`src/rtl/fifo_wr_arbiter.sv`:
```
// Round-robin arbiter sharing one async-FIFO write port among NREQ requesters.
// An owner keeps the port for up to BURST words; full stalls without releasing.
module fifo_wr_arbiter #(
    parameter int WIDTH = 8,
    parameter int NREQ  = 4,
    parameter int BURST = 4
) (
    input  logic                      wr_clk,
    input  logic                      reset,
    input  logic [NREQ-1:0]           req,
    input  logic [NREQ*WIDTH-1:0]     req_data,
    input  logic                      full,
    output logic [NREQ-1:0]           ack,
    output logic [NREQ-1:0]           grant,
    output logic [$clog2(NREQ)-1:0]   owner,
    output logic                      write,
    output logic [WIDTH-1:0]          data_in
);

    localparam int OWN_W = $clog2(NREQ);
    localparam int CNT_W = (BURST > 1) ? $clog2(BURST) : 1;
    localparam logic [CNT_W-1:0] LAST = CNT_W'(BURST - 1);

    typedef enum logic {IDLE, GRANT} state_t;

    state_t             state;
    logic [OWN_W-1:0]   ptr;
    logic [CNT_W-1:0]   cnt;
    logic               pick_valid;
    logic [OWN_W-1:0]   pick_idx;
    logic [OWN_W-1:0]   next_ptr;
    logic               owner_req;

    // Walk downward so the candidate closest to ptr is the last one assigned.
    always_comb begin
        pick_valid = 1'b0;
        pick_idx   = '0;
        for (int k = NREQ - 1; k >= 0; k--) begin
            if (req[(int'(ptr) + k) % NREQ]) begin
                pick_valid = 1'b1;
                pick_idx   = OWN_W'((int'(ptr) + k) % NREQ);
            end
        end
    end

    assign next_ptr  = (owner == OWN_W'(NREQ - 1)) ? '0 : owner + 1'b1;
    assign owner_req = req[owner];
    assign write     = (state == GRANT) && owner_req && !full;
    assign ack       = write ? grant : '0;
    assign data_in   = req_data[int'(owner)*WIDTH +: WIDTH];

    always_ff @(posedge wr_clk or negedge reset) begin
        if (!reset) begin
            state <= IDLE;
            grant <= '0;
            owner <= '0;
            ptr   <= '0;
            cnt   <= '0;
        end else begin
            case (state)
                IDLE: begin
                    if (pick_valid) begin
                        owner <= pick_idx;
                        grant <= NREQ'(1) << pick_idx;
                        cnt   <= '0;
                        state <= GRANT;
                    end
                end
                GRANT: begin
                    // A dropped request or a finished burst hands the port back.
                    if (!owner_req || (!full && cnt == LAST)) begin
                        ptr   <= next_ptr;
                        grant <= '0;
                        owner <= '0;
                        state <= IDLE;
                    end else if (!full) begin
                        cnt <= cnt + 1'b1;
                    end
                end
                default: state <= IDLE;
            endcase
        end
    end

endmodule

```
`config.mk`:
```
export PLATFORM = sky130hd
export DESIGN_NAME = fifo_wr_arbiter
export DESIGN_NICKNAME = d
export VERILOG_FILES = /design/src/rtl/fifo_wr_arbiter.sv
export SDC_FILE = /design/constraint.sdc
export NUM_CORES = 1
export LEC_CHECK = 0
export ABC_AREA = 0
export ABC_CLOCK_PERIOD_IN_PS = 5100
export CAP_MARGIN = 25
export CORE_MARGIN = 2
export CORE_UTILIZATION = 38
export DETAILED_ROUTE_END_ITERATION = 10
export PLACE_DENSITY = 0.84
export RECOVER_POWER = 100
export SLEW_MARGIN = 20
export SYNTH_ARGS = -nofsm -noshare
export SYNTH_HDL_FRONTEND = slang
export SYNTH_SLANG_ARGS = --single-unit
```
`constraint.sdc`:
```
create_clock -name wr_clk -period 5.1 [get_ports wr_clk]
set_clock_uncertainty 0.15 [all_clocks]
set_input_delay 0.51 -clock wr_clk [delete_from_list [all_inputs] [get_ports wr_clk]]
set_output_delay 0.51 -clock wr_clk [all_outputs]
set_load 0.1 [all_outputs]
```
---- Yosys cells after proc, flatten, opt, wreduce, memory -nomap -nowiden ----
Cells that the tools add are included.
word-level totals
  bits in registers ....................... 11
  input port bits ......................... 39
  output and inout port bits .............. 19
  logic and storage cells ................. 75
operators by class
  $add $sub $neg .......................... 5
  magnitude comparators ................... 5
  equal/unequal tests ..................... 6
  shift-type cells ........................ 2
  muxes and demuxes ....................... 36
  bitwise gates (word level) .............. 4
  reductions and logical operators ........ 12
operators with widths
  operator             number
  $shiftx 32x6->8      1
  $mux 2               10
  $mux 1               14
  $lt 3x4->1 const B   3
  $mux 4               3
  $bmux 1 s2           5
  $pmux 2 s2           2
  $pmux 4 s2           1
  $add 2x1->2 const B  3
  $lt 2x3->1 const B   2
  $ne 2x2->1 const B   3
  $reduce_or 2->1      3
  $add 2x2->2 const B  2
  $eq 2x2->1 const B   2
  $reduce_and 2->1     2
  $shl 1x2->4 const A  1
  $and 1x1->1 const A  3
  $logic_and 1x1->1    3
  $reduce_and 3->1     1
  $logic_not 1->1      2
  $ne 2x1->1 const B   1
  $pmux 1 s2           1
  $logic_or 1x1->1     1
  $not 1->1            1

---- Logic depth before layout (Yosys ltp) ----
  depth in word-level cells ............... 13
  depth in mapped cells ................... 5

---- Worst setup path after synthesis ----
No wires, ideal clock.
  kind .................................... flip-flop to output port
  start ................................... register owner[1]
  end ..................................... output port ack[0]
  arrival ................................. 3.720 ns
  slack ................................... 0.720 ns
  cell stages (with the launch flop) ...... 5
  path buffers ............................ 0
  cell sequence ........................... dfrtp_1 -> mux4_2 -> nand2_4 -> nor2_1 -> and2_1
on the way
  longest elaborated chain between the ends .. 5
ends and longest elaborated chain
  what                            line  text
  start, declared                 15    output logic [$clog2(NREQ)-1:0] owner,
  start signal, assigned          63    owner <= pick_idx;
  $bmux 1 s2                      47    assign owner_req = req[owner];
  $mux 1 (implied by the code)    47
  $logic_and 1x1->1 (2 in a row)  48    assign write = (state == GRANT) && owner_req && !full;
  net write                       16    output logic write,
  $mux 4                          49    assign ack = write ? grant : '0;
  end, declared                   13    output logic [NREQ-1:0] ack,
The timed path passes the listed nets, and every way through them passes these cells. The select of a mux whose other input is x is not followed.

---- Final worst setup path ----
  start ................................... input port req[1]
  end ..................................... output port ack[1]
on the way
  longest elaborated chain between the ends .. 5
ends and longest elaborated chain
  what                            line  text
  start, declared                 10    input logic [NREQ-1:0] req,
  $bmux 1 s2                      47
  $mux 1 (implied by the code)    47
  $logic_and 1x1->1 (2 in a row)  48
  $mux 4                          49
No other way between the ends. The select of a mux whose other input is x is not followed.

==> results.toml <==
[synth]
ys_ff_latch = 11
synthArstFlopShare = 1.000
ys_seq_area_frac = 0.3125
syn_inst = 76
ys.flop_type = "dfrtp_1"
synth_fp_nets = 117
synth-edff-count = 0
synthDistinctLibCells = 32
syn_avg_cell_area_um2 = 11.59
synth_area_um2 = 880.8
yosys_warnings = 0

[hold_path]
hold_class = "reg -> reg"
hold_depth = 1

[final_layout]
diodes = 0
final_util = 0.6652
drive_gt1_frac = 0.1119
area_growth_pct = 67.05
instances_no_fill = 162
nets = 176

[critical_path]
worstPathMaxFanout = 6
start_kind = "input pin"
reg2reg_depth = 4
r2r_start = "owner[0]"
endpoint_kind = "output port"
worstSetupEndpoint = "ack[1]"
crit_chain = "dlygate4sd3_1 -> mux4_2 -> nand2_1 -> nor2_1 -> and2_1 -> dlygate4sd3_1"
max_stage_delay_ns = 1.20
worstPathArrival_ns = 3.22
r2r-end = "owner[1]"
cpMostUsedCell = "dlygate4sd3_1"
reg2reg_slack_ns = 2.81
worstSetupStartpoint = "req[1]"
critical_path_class = "in -> out"
cp_slowest_cell = "dlygate4sd3_1"
crit_required_ns = 4.44

[clock_tree]
cts.sink_count = 11
cts_buffers = 3
ctsResizeCount = 0
clock_latency_ns = 0.27
tritoncts = "built"
cts_root_buf = "clkbuf_4"
postCtsHoldBufs = 0
h-tree-depth = 1
post_cts_buffers = 0
clk_pin_slew_ns = 0.07
clk_path_buf_depth = 2

[timing]
fmax_ghz = 0.2579
period_needed_ns = 3.877
relSlewSlack = 0.3379
rsz0062_at_grt = "no"
hold_violations = 0
fin_crit_sh = 0.7603
setup_viol = 0
tns_ns = 0
worst_slew_pin_slew_ns = 0.9898
drv_slew = 0

[pwr]
power_frac_clock = 0.064
p_int_w = 0.0003543
combPwrFrac = 0.734
seqPwrFrac = 0.202
p_leak_nw = 0.6130
max-vdd-ir-drop_uv = 498.8
power_density_nw_per_um2 = 630.9
switching_power_w = 0.0005739
switching_share = 0.6183

[detailed_routing]
drt-initial-drc-count = 22
num_vias = 893
finalWirelength_um = 2724
wl_per_cell_um = 16.81
dr.pass1.iters = 4
ant_nets = 0
routed_via_density = 5.512
drc = 0

[die]
initial_utilization = 0.3982
placementRows = 17
die_width_um = 52.15
die_h_um = 52.15
dieArea_um2 = 2719
ios = 58
fp.coreArea_um2 = 2212

[run_status]
outcome = "complete, no violations"

[grt]
grt_pass1_wl_um = 4140
grt_overflow = 0
antenna_found_initial = 0
grt_max_degree = 15
grt_usage = 0.2110
grt_pass1_vias = 913

[place]
dp_hpwl_um = 2255
dp.cells = 158
numPortBuffers = 57
place_congestion = 0.8298

[run]
drv_cap = 0
## synth_stat cells (2+ instances only)
master / n / share of area
o2bb2ai_1: 6 / 0.060
nand2_1: 4 / 0.017
a21oi_1: 2 / 0.011
mux2i_1: 3 / 0.034
and2_1: 4 / 0.028
mux4_2: 9 / 0.23
nor2_1: 5 / 0.021
nor2b_1: 3 / 0.021
nand2b_1: 3 / 0.021
o21ai_0: 3 / 0.017
dfrtp_1: 11 / 0.31
mux2_4: 2 / 0.034
ha_1: 2 / 0.028
## cells by family (layout without fill, tap and decap cells)
kind of cell	Yosys count	count (layout)	synth area share
adder cells (fa/ha/maj)	2	2	0.02840
buffers and inverters	4	62	0.02697
flip-flops	11	11	0.3125
AND/OR/NAND/NOR	27	27	0.1776
multiplexers	14	14	0.2983
AO/OA/AOI/OAI	18	18	0.1563
## worst min path at each step
stage                         from        to  slack, ns
after floorplan              reset    cnt[0]       0.06
after global placement    grant[2]  grant[2]       0.36
after detailed placement  grant[2]  grant[2]       0.34
after CTS                 grant[2]  grant[2]       0.37
after global routing      grant[3]  grant[3]       0.38
final                     grant[3]  grant[3]       0.37
## cells in the final DEF, fill, tap and decap left out, drive strengths merged, types with 2 or more instances in the layout
| master | netlist | final |
|---|---|---|
| o2bb2ai | 6 | 6 |
| o21ai | 4 | 4 |
| ha | 2 | 2 |
| mux2i | 3 | 3 |
| nor2 | 5 | 5 |
| a21oi | 2 | 2 |
| nand2b | 3 | 3 |
| mux2 | 2 | 2 |
| clkdlybuf4s50 | 0 | 36 |
| dfrtp | 11 | 11 |
| clkbuf | 0 | 3 |
| mux4 | 9 | 9 |
| nor2b | 3 | 3 |
| and2 | 4 | 4 |
| dlygate4sd3 | 0 | 21 |
| nand2 | 6 | 6 |
## layer usage
| layer | GRT usage | vias to the layer above | share of wire |
|---|---|---|---|
| li1 | - | 418 | - |
| met1 | 0.2644 | 440 | 0.40 |
| met2 | 0.3671 | 31 | 0.55 |
| met3 | 0.04310 | 4 | 0.041 |
| met4 | 0.05983 | 0 | 0.012 |
| met5 | 0 | - | 0 |
## flip-flops by register name, summed over array words and instances (netlist names)
name,cells
cnt,2
state,1
owner,2
ptr,2
grant,4
## through the flow
stage                     cell area [µm²]  hold WS [ns]  total power (W)  setup slack [ns]
final                                1471        0.3667        0.0009283             1.223
after global routing                 1471        0.3801        0.0009753             1.036
after CTS                            1494        0.3733        0.0009739             1.306
after detailed placement             1466        0.3409        0.0009099             1.341
after global placement               1466        0.3555        0.0008980             1.451
after floorplan                     880.8       0.06441        0.0007488            0.7199
## worst max-delay path: cells and delay by family
| kind | cells | cell delay [ns] |
|---|---|---|
| buf+inv | 2 | 1.84 |
| simple gates | 3 | 0.52 |
| mux | 1 | 0.33 |
## power by group through the flow
stage / clock (W) / combinational [W] / sequential, W
4_1_cts: 0.0000619 / 0.000721 / 0.000191
3_5_place_dp: 0 / 0.000718 / 0.000192
2_1_floorplan: 0 / 0.000463 / 0.000286
6_report: 0.0000593 / 0.000682 / 0.000187
3_3_place_gp: 0 / 0.000709 / 0.000189
5_1_grt: 0.0000661 / 0.000711 / 0.000199
## final cells by class
cell class              count  area (µm²)
fillers                   201       740.7
multi-input cells          61       559.3
clock buffers               3       22.52
flip-flops and latches     11       275.3
inverters                   1       3.754
well taps                  28       35.03
repair buffers             57       570.5
clock inverters             1       5.005
(Power assumes the default switching activity.)
